--- src/rtl/branch_bypass_ctrl_if.sv ---
// Decode-side bundle for branch_bypass_ctrl: decode fields and flush in,
// load-use stall and registered X-stage bypass selects out.
interface branch_bypass_ctrl_if #(
    parameter int unsigned REG_AW = 5
) ();
    logic              d_valid;
    logic [REG_AW-1:0] d_rs1;
    logic [REG_AW-1:0] d_rs2;
    logic              d_use_rs1;
    logic              d_use_rs2;
    logic [REG_AW-1:0] d_rd;
    logic              d_wen;
    logic              d_load;
    logic              flush;
    logic              d_stall;
    logic [1:0]        bypass_sel_rs1;
    logic [1:0]        bypass_sel_rs2;

    modport master (
        output d_valid, d_rs1, d_rs2, d_use_rs1, d_use_rs2, d_rd, d_wen, d_load, flush,
        input  d_stall, bypass_sel_rs1, bypass_sel_rs2
    );

    modport slave (
        input  d_valid, d_rs1, d_rs2, d_use_rs1, d_use_rs2, d_rd, d_wen, d_load, flush,
        output d_stall, bypass_sel_rs1, bypass_sel_rs2
    );
endinterface

--- src/rtl/branch_bypass_ctrl.sv ---
// Bypass/hazard controller for the X-stage branch comparator: registered MX/WX
// operand selects and a one-cycle load-use stall. BYPASS_PERF_CNT_EN adds stall_count.
module branch_bypass_ctrl #(
    parameter int unsigned REG_AW = 5
`ifdef BYPASS_PERF_CNT_EN
    ,
    parameter int unsigned CNT_W  = 32
`endif
) (
    input  logic                 clk,
    input  logic                 rst_n,
    branch_bypass_ctrl_if.slave  bus
`ifdef BYPASS_PERF_CNT_EN
    ,
    output logic [CNT_W-1:0]     stall_count
`endif
);

    localparam logic [1:0] SEL_RF = 2'b00;
    localparam logic [1:0] SEL_MX = 2'b01;
    localparam logic [1:0] SEL_WX = 2'b10;

    // X and M stage producer entries; the W entry is never consulted because
    // the regfile writes before it is read.
    logic              r_x_valid;
    logic [REG_AW-1:0] r_x_rd;
    logic              r_x_wen;
    logic              r_x_load;
    logic              r_m_valid;
    logic [REG_AW-1:0] r_m_rd;
    logic              r_m_wen;
    logic [1:0]        r_sel_rs1;
    logic [1:0]        r_sel_rs2;

    logic       w_x_hit_rs1;
    logic       w_x_hit_rs2;
    logic       w_m_hit_rs1;
    logic       w_m_hit_rs2;
    logic       w_load_use;
    logic       w_bubble;
    logic [1:0] w_sel_rs1;
    logic [1:0] w_sel_rs2;

    function automatic logic f_match(input logic              valid,
                                     input logic              wen,
                                     input logic [REG_AW-1:0] rd,
                                     input logic [REG_AW-1:0] rs);
        return valid & wen & (rd != '0) & (rd == rs);
    endfunction

    assign w_x_hit_rs1 = bus.d_use_rs1 & f_match(r_x_valid, r_x_wen, r_x_rd, bus.d_rs1);
    assign w_x_hit_rs2 = bus.d_use_rs2 & f_match(r_x_valid, r_x_wen, r_x_rd, bus.d_rs2);
    assign w_m_hit_rs1 = bus.d_use_rs1 & f_match(r_m_valid, r_m_wen, r_m_rd, bus.d_rs1);
    assign w_m_hit_rs2 = bus.d_use_rs2 & f_match(r_m_valid, r_m_wen, r_m_rd, bus.d_rs2);

    // A load in X cannot feed MX; the consumer waits one cycle and picks it up via WX.
    assign w_load_use = bus.d_valid & ~bus.flush & r_x_load & (w_x_hit_rs1 | w_x_hit_rs2);
    assign w_bubble   = bus.flush | w_load_use | ~bus.d_valid;

    // Youngest producer wins: MX ahead of WX.
    always_comb begin
        w_sel_rs1 = SEL_RF;
        w_sel_rs2 = SEL_RF;
        if (w_x_hit_rs1)      w_sel_rs1 = SEL_MX;
        else if (w_m_hit_rs1) w_sel_rs1 = SEL_WX;
        if (w_x_hit_rs2)      w_sel_rs2 = SEL_MX;
        else if (w_m_hit_rs2) w_sel_rs2 = SEL_WX;
    end

    always_ff @(posedge clk) begin
        if (!rst_n) begin
            r_x_valid <= 1'b0;
            r_x_rd    <= '0;
            r_x_wen   <= 1'b0;
            r_x_load  <= 1'b0;
            r_m_valid <= 1'b0;
            r_m_rd    <= '0;
            r_m_wen   <= 1'b0;
            r_sel_rs1 <= SEL_RF;
            r_sel_rs2 <= SEL_RF;
        end else begin
            r_m_valid <= r_x_valid;
            r_m_rd    <= r_x_rd;
            r_m_wen   <= r_x_wen;
            if (w_bubble) begin
                r_x_valid <= 1'b0;
                r_x_rd    <= '0;
                r_x_wen   <= 1'b0;
                r_x_load  <= 1'b0;
                r_sel_rs1 <= SEL_RF;
                r_sel_rs2 <= SEL_RF;
            end else begin
                r_x_valid <= 1'b1;
                r_x_rd    <= bus.d_rd;
                r_x_wen   <= bus.d_wen;
                r_x_load  <= bus.d_load;
                r_sel_rs1 <= w_sel_rs1;
                r_sel_rs2 <= w_sel_rs2;
            end
        end
    end

    assign bus.d_stall        = w_load_use & rst_n;
    assign bus.bypass_sel_rs1 = r_sel_rs1;
    assign bus.bypass_sel_rs2 = r_sel_rs2;

`ifdef BYPASS_PERF_CNT_EN
    logic [CNT_W-1:0] r_stall_count;

    // Saturating count of stalled cycles.
    always_ff @(posedge clk) begin
        if (!rst_n) begin
            r_stall_count <= '0;
        end else if (w_load_use && (r_stall_count != '1)) begin
            r_stall_count <= r_stall_count + CNT_W'(1);
        end
    end

    assign stall_count = r_stall_count;
`endif

endmodule

--- src/flat_wrapper.sv ---
// flat-port wrapper written by rule: the top's interface ports become plain ports
module branch_bypass_ctrl_flat 
#(
    parameter int unsigned REG_AW = 5

)
  (clk, rst_n, bus_d_valid, bus_d_rs1, bus_d_rs2, bus_d_use_rs1, bus_d_use_rs2, bus_d_rd, bus_d_wen, bus_d_load, bus_flush, bus_d_stall, bus_bypass_sel_rs1, bus_bypass_sel_rs2);
  branch_bypass_ctrl_if #(.REG_AW(REG_AW)) bus_i ();
  input  logic clk;
  input  logic rst_n;
  input wire logic [$bits(bus_i.d_valid)-1:0] bus_d_valid;
  input wire logic [$bits(bus_i.d_rs1)-1:0] bus_d_rs1;
  input wire logic [$bits(bus_i.d_rs2)-1:0] bus_d_rs2;
  input wire logic [$bits(bus_i.d_use_rs1)-1:0] bus_d_use_rs1;
  input wire logic [$bits(bus_i.d_use_rs2)-1:0] bus_d_use_rs2;
  input wire logic [$bits(bus_i.d_rd)-1:0] bus_d_rd;
  input wire logic [$bits(bus_i.d_wen)-1:0] bus_d_wen;
  input wire logic [$bits(bus_i.d_load)-1:0] bus_d_load;
  input wire logic [$bits(bus_i.flush)-1:0] bus_flush;
  output wire logic [$bits(bus_i.d_stall)-1:0] bus_d_stall;
  output wire logic [$bits(bus_i.bypass_sel_rs1)-1:0] bus_bypass_sel_rs1;
  output wire logic [$bits(bus_i.bypass_sel_rs2)-1:0] bus_bypass_sel_rs2;
  assign bus_i.d_valid = bus_d_valid;
  assign bus_i.d_rs1 = bus_d_rs1;
  assign bus_i.d_rs2 = bus_d_rs2;
  assign bus_i.d_use_rs1 = bus_d_use_rs1;
  assign bus_i.d_use_rs2 = bus_d_use_rs2;
  assign bus_i.d_rd = bus_d_rd;
  assign bus_i.d_wen = bus_d_wen;
  assign bus_i.d_load = bus_d_load;
  assign bus_i.flush = bus_flush;
  assign bus_d_stall = bus_i.d_stall;
  assign bus_bypass_sel_rs1 = bus_i.bypass_sel_rs1;
  assign bus_bypass_sel_rs2 = bus_i.bypass_sel_rs2;
  branch_bypass_ctrl #(.REG_AW(REG_AW)) u_core (.clk(clk), .rst_n(rst_n), .bus(bus_i));
endmodule
--- config.mk ---
export PLATFORM = sky130hd
export DESIGN_NAME = branch_bypass_ctrl_flat
export DESIGN_NICKNAME = d
export VERILOG_FILES = /design/src/rtl/branch_bypass_ctrl_if.sv /design/src/rtl/branch_bypass_ctrl.sv /design/src/flat_wrapper.sv
export SDC_FILE = /design/constraint.sdc
export NUM_CORES = 1
export LEC_CHECK = 0
export BUFFER_PORTS_ARGS = -buffer_cell sky130_fd_sc_hd__buf_2
export CAP_MARGIN = 20
export CORE_MARGIN = 4
export CORE_UTILIZATION = 48
export CTS_CLUSTER_SIZE = 10
export DETAILED_ROUTE_END_ITERATION = 7
export HOLD_SLACK_MARGIN = 0.12
export PLACE_DENSITY_LB_ADDON = 0.2
export SLEW_MARGIN = 30
export SYNTH_ARGS = -nofsm -noshare
export SYNTH_HDL_FRONTEND = slang
export SYNTH_SLANG_ARGS = --single-unit
--- constraint.sdc ---
create_clock -name clk -period 2.05 [get_ports clk]
set_clock_uncertainty 0.1 [all_clocks]
set_input_delay 0.1025 -clock clk [delete_from_list [all_inputs] [get_ports clk]]
set_output_delay 0.1025 -clock clk [all_outputs]
set_load 0.01 [all_outputs]
# Word-level counts from Yosys, hierarchy flattened
# Cells that the tools add are included.
# classes
eq_ne	4
muxes	5
n_bitwise	22
n_reduce_logical	5
# ops
operator	count
$eq A5 B5 Y1	4
$and A1 B1 Y1	16
$reduce_bool A5 Y1	2
$reduce_or A3 Y1	2
$mux W2	2
$mux W1	3
$not A1 Y1	3
$or A1 B1 Y1	3
$reduce_or A2 Y1	1
# totals
ff_bits	19
wordCells	47

# Logic depth before layout (Yosys ltp)
# logic_depth
word_depth	9
ltp_mapped	4
depth_no_buf	4

# Worst setup path before layout
# Ideal clock, no wire load.
# synth_timing
kind	register to output
startpoint	reg u_core.r_x_rd[0]
endpoint	out bus_d_stall
arrival_time_ns	1.389
required_ns	1.847
setup_slack_ns	0.459
path_stages_with_launch	5
n_path_buf	0
cell_sequence	dfxtp_1 -> or4_4 -> o211ai_4 -> nor2_2 -> and3_1
# synth_between
elab_chain_len	7
# synth_lines
element	line	text
start, declared	branch_bypass_ctrl.sv:26	logic [REG_AW-1:0] r_x_rd;
start signal, assigned	branch_bypass_ctrl.sv:94	r_x_rd <= bus.d_rd;
$reduce_bool A5 Y1	branch_bypass_ctrl.sv:48	return valid & wen & (rd != '0) & (rd == rs);
$and A1 B1 Y1 (2 in a row)	branch_bypass_ctrl.sv:48	
$and A1 B1 Y1, on equally long branches	branch_bypass_ctrl.sv:51, branch_bypass_ctrl.sv:52	
$or A1 B1 Y1 (*)	branch_bypass_ctrl.sv:57	assign w_load_use = bus.d_valid & ~bus.flush & r_x_load & (w_x_hit_rs1 | w_x_hit_rs2);
$and A1 B1 Y1 (*)	branch_bypass_ctrl.sv:57	
$and A1 B1 Y1 (*)	branch_bypass_ctrl.sv:103	assign bus.d_stall = w_load_use & rst_n;
end, declared	flat_wrapper.sv:20	output wire logic [$bits(bus_i.d_stall)-1:0] bus_d_stall;
# Mark *: on every way between the ends. The rest lies on a longest branch, timed or not.

# Final worst setup path
# layout_timing
startpoint	in bus_d_rs2[0]
endpoint	out bus_d_stall
# layout_between
elab_chain_len	6
# layout_lines
element	line	text
start, declared	flat_wrapper.sv:13	input wire logic [$bits(bus_i.d_rs2)-1:0] bus_d_rs2;
$eq A5 B5 Y1	branch_bypass_ctrl.sv:48	
$and A1 B1 Y1	branch_bypass_ctrl.sv:48	
$and A1 B1 Y1	branch_bypass_ctrl.sv:52	assign w_x_hit_rs2 = bus.d_use_rs2 & f_match(r_x_valid, r_x_wen, r_x_rd, bus.d_rs2);
$or A1 B1 Y1	branch_bypass_ctrl.sv:57	
$and A1 B1 Y1	branch_bypass_ctrl.sv:57	
$and A1 B1 Y1	branch_bypass_ctrl.sv:103	
# Every way passes these cells.

==> metrics.md <==
| Metric | Value |
|---|---|
| Crit path kind | input pin to output port |
| Die height | 50.75 um |
| Via count | 800 |
| Final Slew Violations | 0 |
| Gr ovfl total | 0 |
| Fill cell count | 134 |
| Area of placed instances | 0.001040 mm^2 |
| Final worst slack | 0.01593 ns |
| H-tree levels | 1 |
| Leak | 0.0005246 uW |
| Design Area, Final | 0.001216 mm^2 |
| Area grow syn2layout | 38.66% |
| Synth Flop Type | dfxtp_1 |
| Clock Sinks | 19 |
| Period Utilization, post-route | 99.22% |
| Mapped cell area | 877.1 um^2 |
| FFs w/ async S/R, synth | 0% |
| Post-route non-filler standard cell count | 155 |
| First drt pass iteration count | 4 |
| FF-to-FF path depth | 6 |
| Setup TNS | 0 ns |
| Drt wl/cell | 14.06 um |
| Largest fanout on the critical path | 9 |
| R2R Setup Slk | 0.24 ns |
| Final-report hold violation count | 0 |
| Ports | 28 |
| Min Hold Slack | 0.1200 ns |
| WP data required | 1.85 ns |
| Power per cell area | 548.7 mW/mm^2 |
| CTS Buf Count | 3 |
| Leading area contributor after synthesis | dfxtp_1 |
| Clock root buffer | clkbuf_4 |
| Clk buf depth | 2 |
| Ys Warns | 0 |
| Global-route wire length before repair | 3353 um |
| Max Cap Viol | 0 |
| Fmax | 491.6 MHz |
| Die ar. | 0.002575 mm^2 |
| Vias in the first global route | 786 |
| Avg Cell Area, Syn | 10.20 um^2 |
| WHS Path Cells | 3 |
| Clock Latency Late Sink | 0.29 ns |
| Leading post-synthesis cells by cell area | dfxtp_1 43%, xnor2_1 12%, xor2_1 8.0% |
| Category of the worst setup path launch point | input pin |
| CTS tree | done |
| End of the worst hold path | u_core.bus.bypass_sel_rs2[1] |
| Clock transition at path regs | 0.10 ns |
| Row cnt | 15 |
| Antenna violations before repair | 0 |
| Slew HR | 76.08% |
| Count leader, synth | dfxtp_1 |
| EDFF count, synth | 0 |
| Syn nets | 109 |
| Worst IR drop on VDD | 0.3737 mV |
| Number of I/O port buffers | 27 |
| Share of layout cells above drive strength 1 | 33.08% |
| Core box area | 0.001727 mm^2 |
| Min-delay src | bus_d_valid |
| DP Wirelength | 1525 um |
| # placed instances | 137 |
| Diode count | 0 |
| Residual DRC | 0 |
| Tmin final | 2.034 ns |
| Gp weighted congestion | 0.8705 |
| Initial Util | 50.80% |
| Overall Global Routing Usage | 17.67% |
| Final nets | 154 |
| Mapped Cells | 86 |
| Critical Path End Type | output port |
| Setup violators final | 0 |
| Vias per cell | 5.161 |
| Worst Tran Pin Value | 0.3589 ns |
| Starting DRC count in detailed routing | 24 |
| CP arrival | 1.83 ns |
| Reg2Reg Capture Point | u_core.bus.bypass_sel_rs2[1] |
| Setup WS pre-CTS | 0.3119 ns |
| Worst hold path class | input pin to flop |
| Post-route ant nets | 0 |
| Area share of the largest cell type after synthesis | 43.37% |
| Yosys reg bits | 19 |
| Unique cell type count in the Yosys netlist | 22 |
| RSZ-0062 raised after global routing | false |
| Final wirelength | 2180 um |
| Seq/Total Area, Yosys | 43.37% |
| Largest net degree at the start of global routing | 12 |
| Die width | 50.75 um |
| Run status | complete, no violations |
| Launching point of the worst reg2reg path | u_core.r_x_rd[0] |
| Post-synth top cells | 19 x dfxtp_1, 12 x xnor2_1, 9 x nand2_1 |
==> cell type report <==
type | instances | area (um^2) | area share, %
Timing Repair Buffer | 41 | 270.3 | 22.22
Tap cell | 25 | 31.28 | 2.572
Multi-Input combinational cell | 66 | 505.5 | 41.56
Sequential cell | 19 | 382.9 | 31.48
Clock buffer | 4 | 26.28 | 2.160
==> placed cells by master, fill, tap and decap left out <==
master         instances
buf_2                 27
clkbuf_1               1
dlygate4sd3_1         12
nand4_1                4
o2111a_1               1
and2_2                 1
a21oi_1                7
nor2_4                 1
xnor2_1               12
nand2_1                9
buf_4                  2
o211ai_4               1
and3b_1                2
xor2_1                 8
or4_1                  1
or4_4                  1
nor4_1                 2
dfxtp_2                2
dfxtp_1               17
a211oi_2               2
a21boi_1               1
o22ai_4                1
and3_1                 3
and2_1                 6
nand3b_1               1
clkbuf_4               3
nor3_2                 2
==> stage by stage <==
step / total power, uW / util [%]
floorplan: 430.8 / -
global placement: 466.7 / 60.22
detailed placement: 468.4 / 60.22
CTS: 663.7 / 69.20
global route: 694.4 / 70.43
finish: 667.3 / 70.43
==> sequential cells by signal, indices dropped and copies added (netlist names) <==
| signal | flops |
|---|---|
| u_core.r_m_rd | 5 |
| u_core.bus.bypass_sel_rs1 | 2 |
| u_core.r_x_valid | 1 |
| u_core.r_x_load | 1 |
| u_core.bus.bypass_sel_rs2 | 2 |
| u_core.r_m_valid | 1 |
| u_core.r_x_rd | 5 |
| u_core.r_m_wen | 1 |
| u_core.r_x_wen | 1 |
==> worst max-delay path by stage <==
| stage | slack (ns) | start | cells past startpoint | to |
|---|---|---|---|---|
| 5_1_grt | 0.005 | bus_d_rs2[0] | 7 | bus_d_stall |
| 4_1_cts | 0.008 | bus_d_rs2[0] | 7 | bus_d_stall |
| 3_5_place_dp | 0.31 | u_core.r_x_rd[0] | 5 | bus_d_stall |
| 2_1_floorplan | 0.46 | u_core.r_x_rd[0] | 4 | bus_d_stall |
| 6_report | 0.02 | bus_d_rs2[0] | 7 | bus_d_stall |
| 3_3_place_gp | 0.33 | u_core.r_x_rd[0] | 5 | bus_d_stall |
==> per-layer routing <==
metal	GRT usage, %	share of wire (%)
met1	19.42	41
met2	32.61	51
met3	3.561	5.0
met4	7.175	2.1
met5	0	0
==> power breakdown <==
part           switching, uW  leakage, uW  internal (uW)
logic                   43.5     0.000355           55.7
registers               7.45     0.000155            376
clock network            109    0.0000150           75.7
total                    160     0.000525            508
==> cell families after synthesis <==
group                     share of synthesized area [%]
and+or+nand+nor                                   23.40
xor gates and xnor gates                          19.97
DFF                                               43.37
AOI/OAI and AO/OA                                 12.84
buffers and inverters                            0.4275
==> worst max-delay path, cell delays in order <==
cell and delay, ns:
dlygate4sd3_1 0.53, buf_2 0.14, xnor2_1 0.19, nand4_1 0.23
o22ai_4 0.31, and3_1 0.20, buf_2 0.13
==> timing repair <==
| action | CTS | global route |
|---|---|---|
| hold buffers | 12 | 0 |
| endpoints found under the setup margin | 1 | 1 |
| pin swaps | 1 | 2 |
| buffers inserted | 1 | 1 |
| hold endpoints to repair | 16 | 0 |
| resized for setup | 1 | 3 |
No activity file was read; power rests on OpenSTA's default activity.
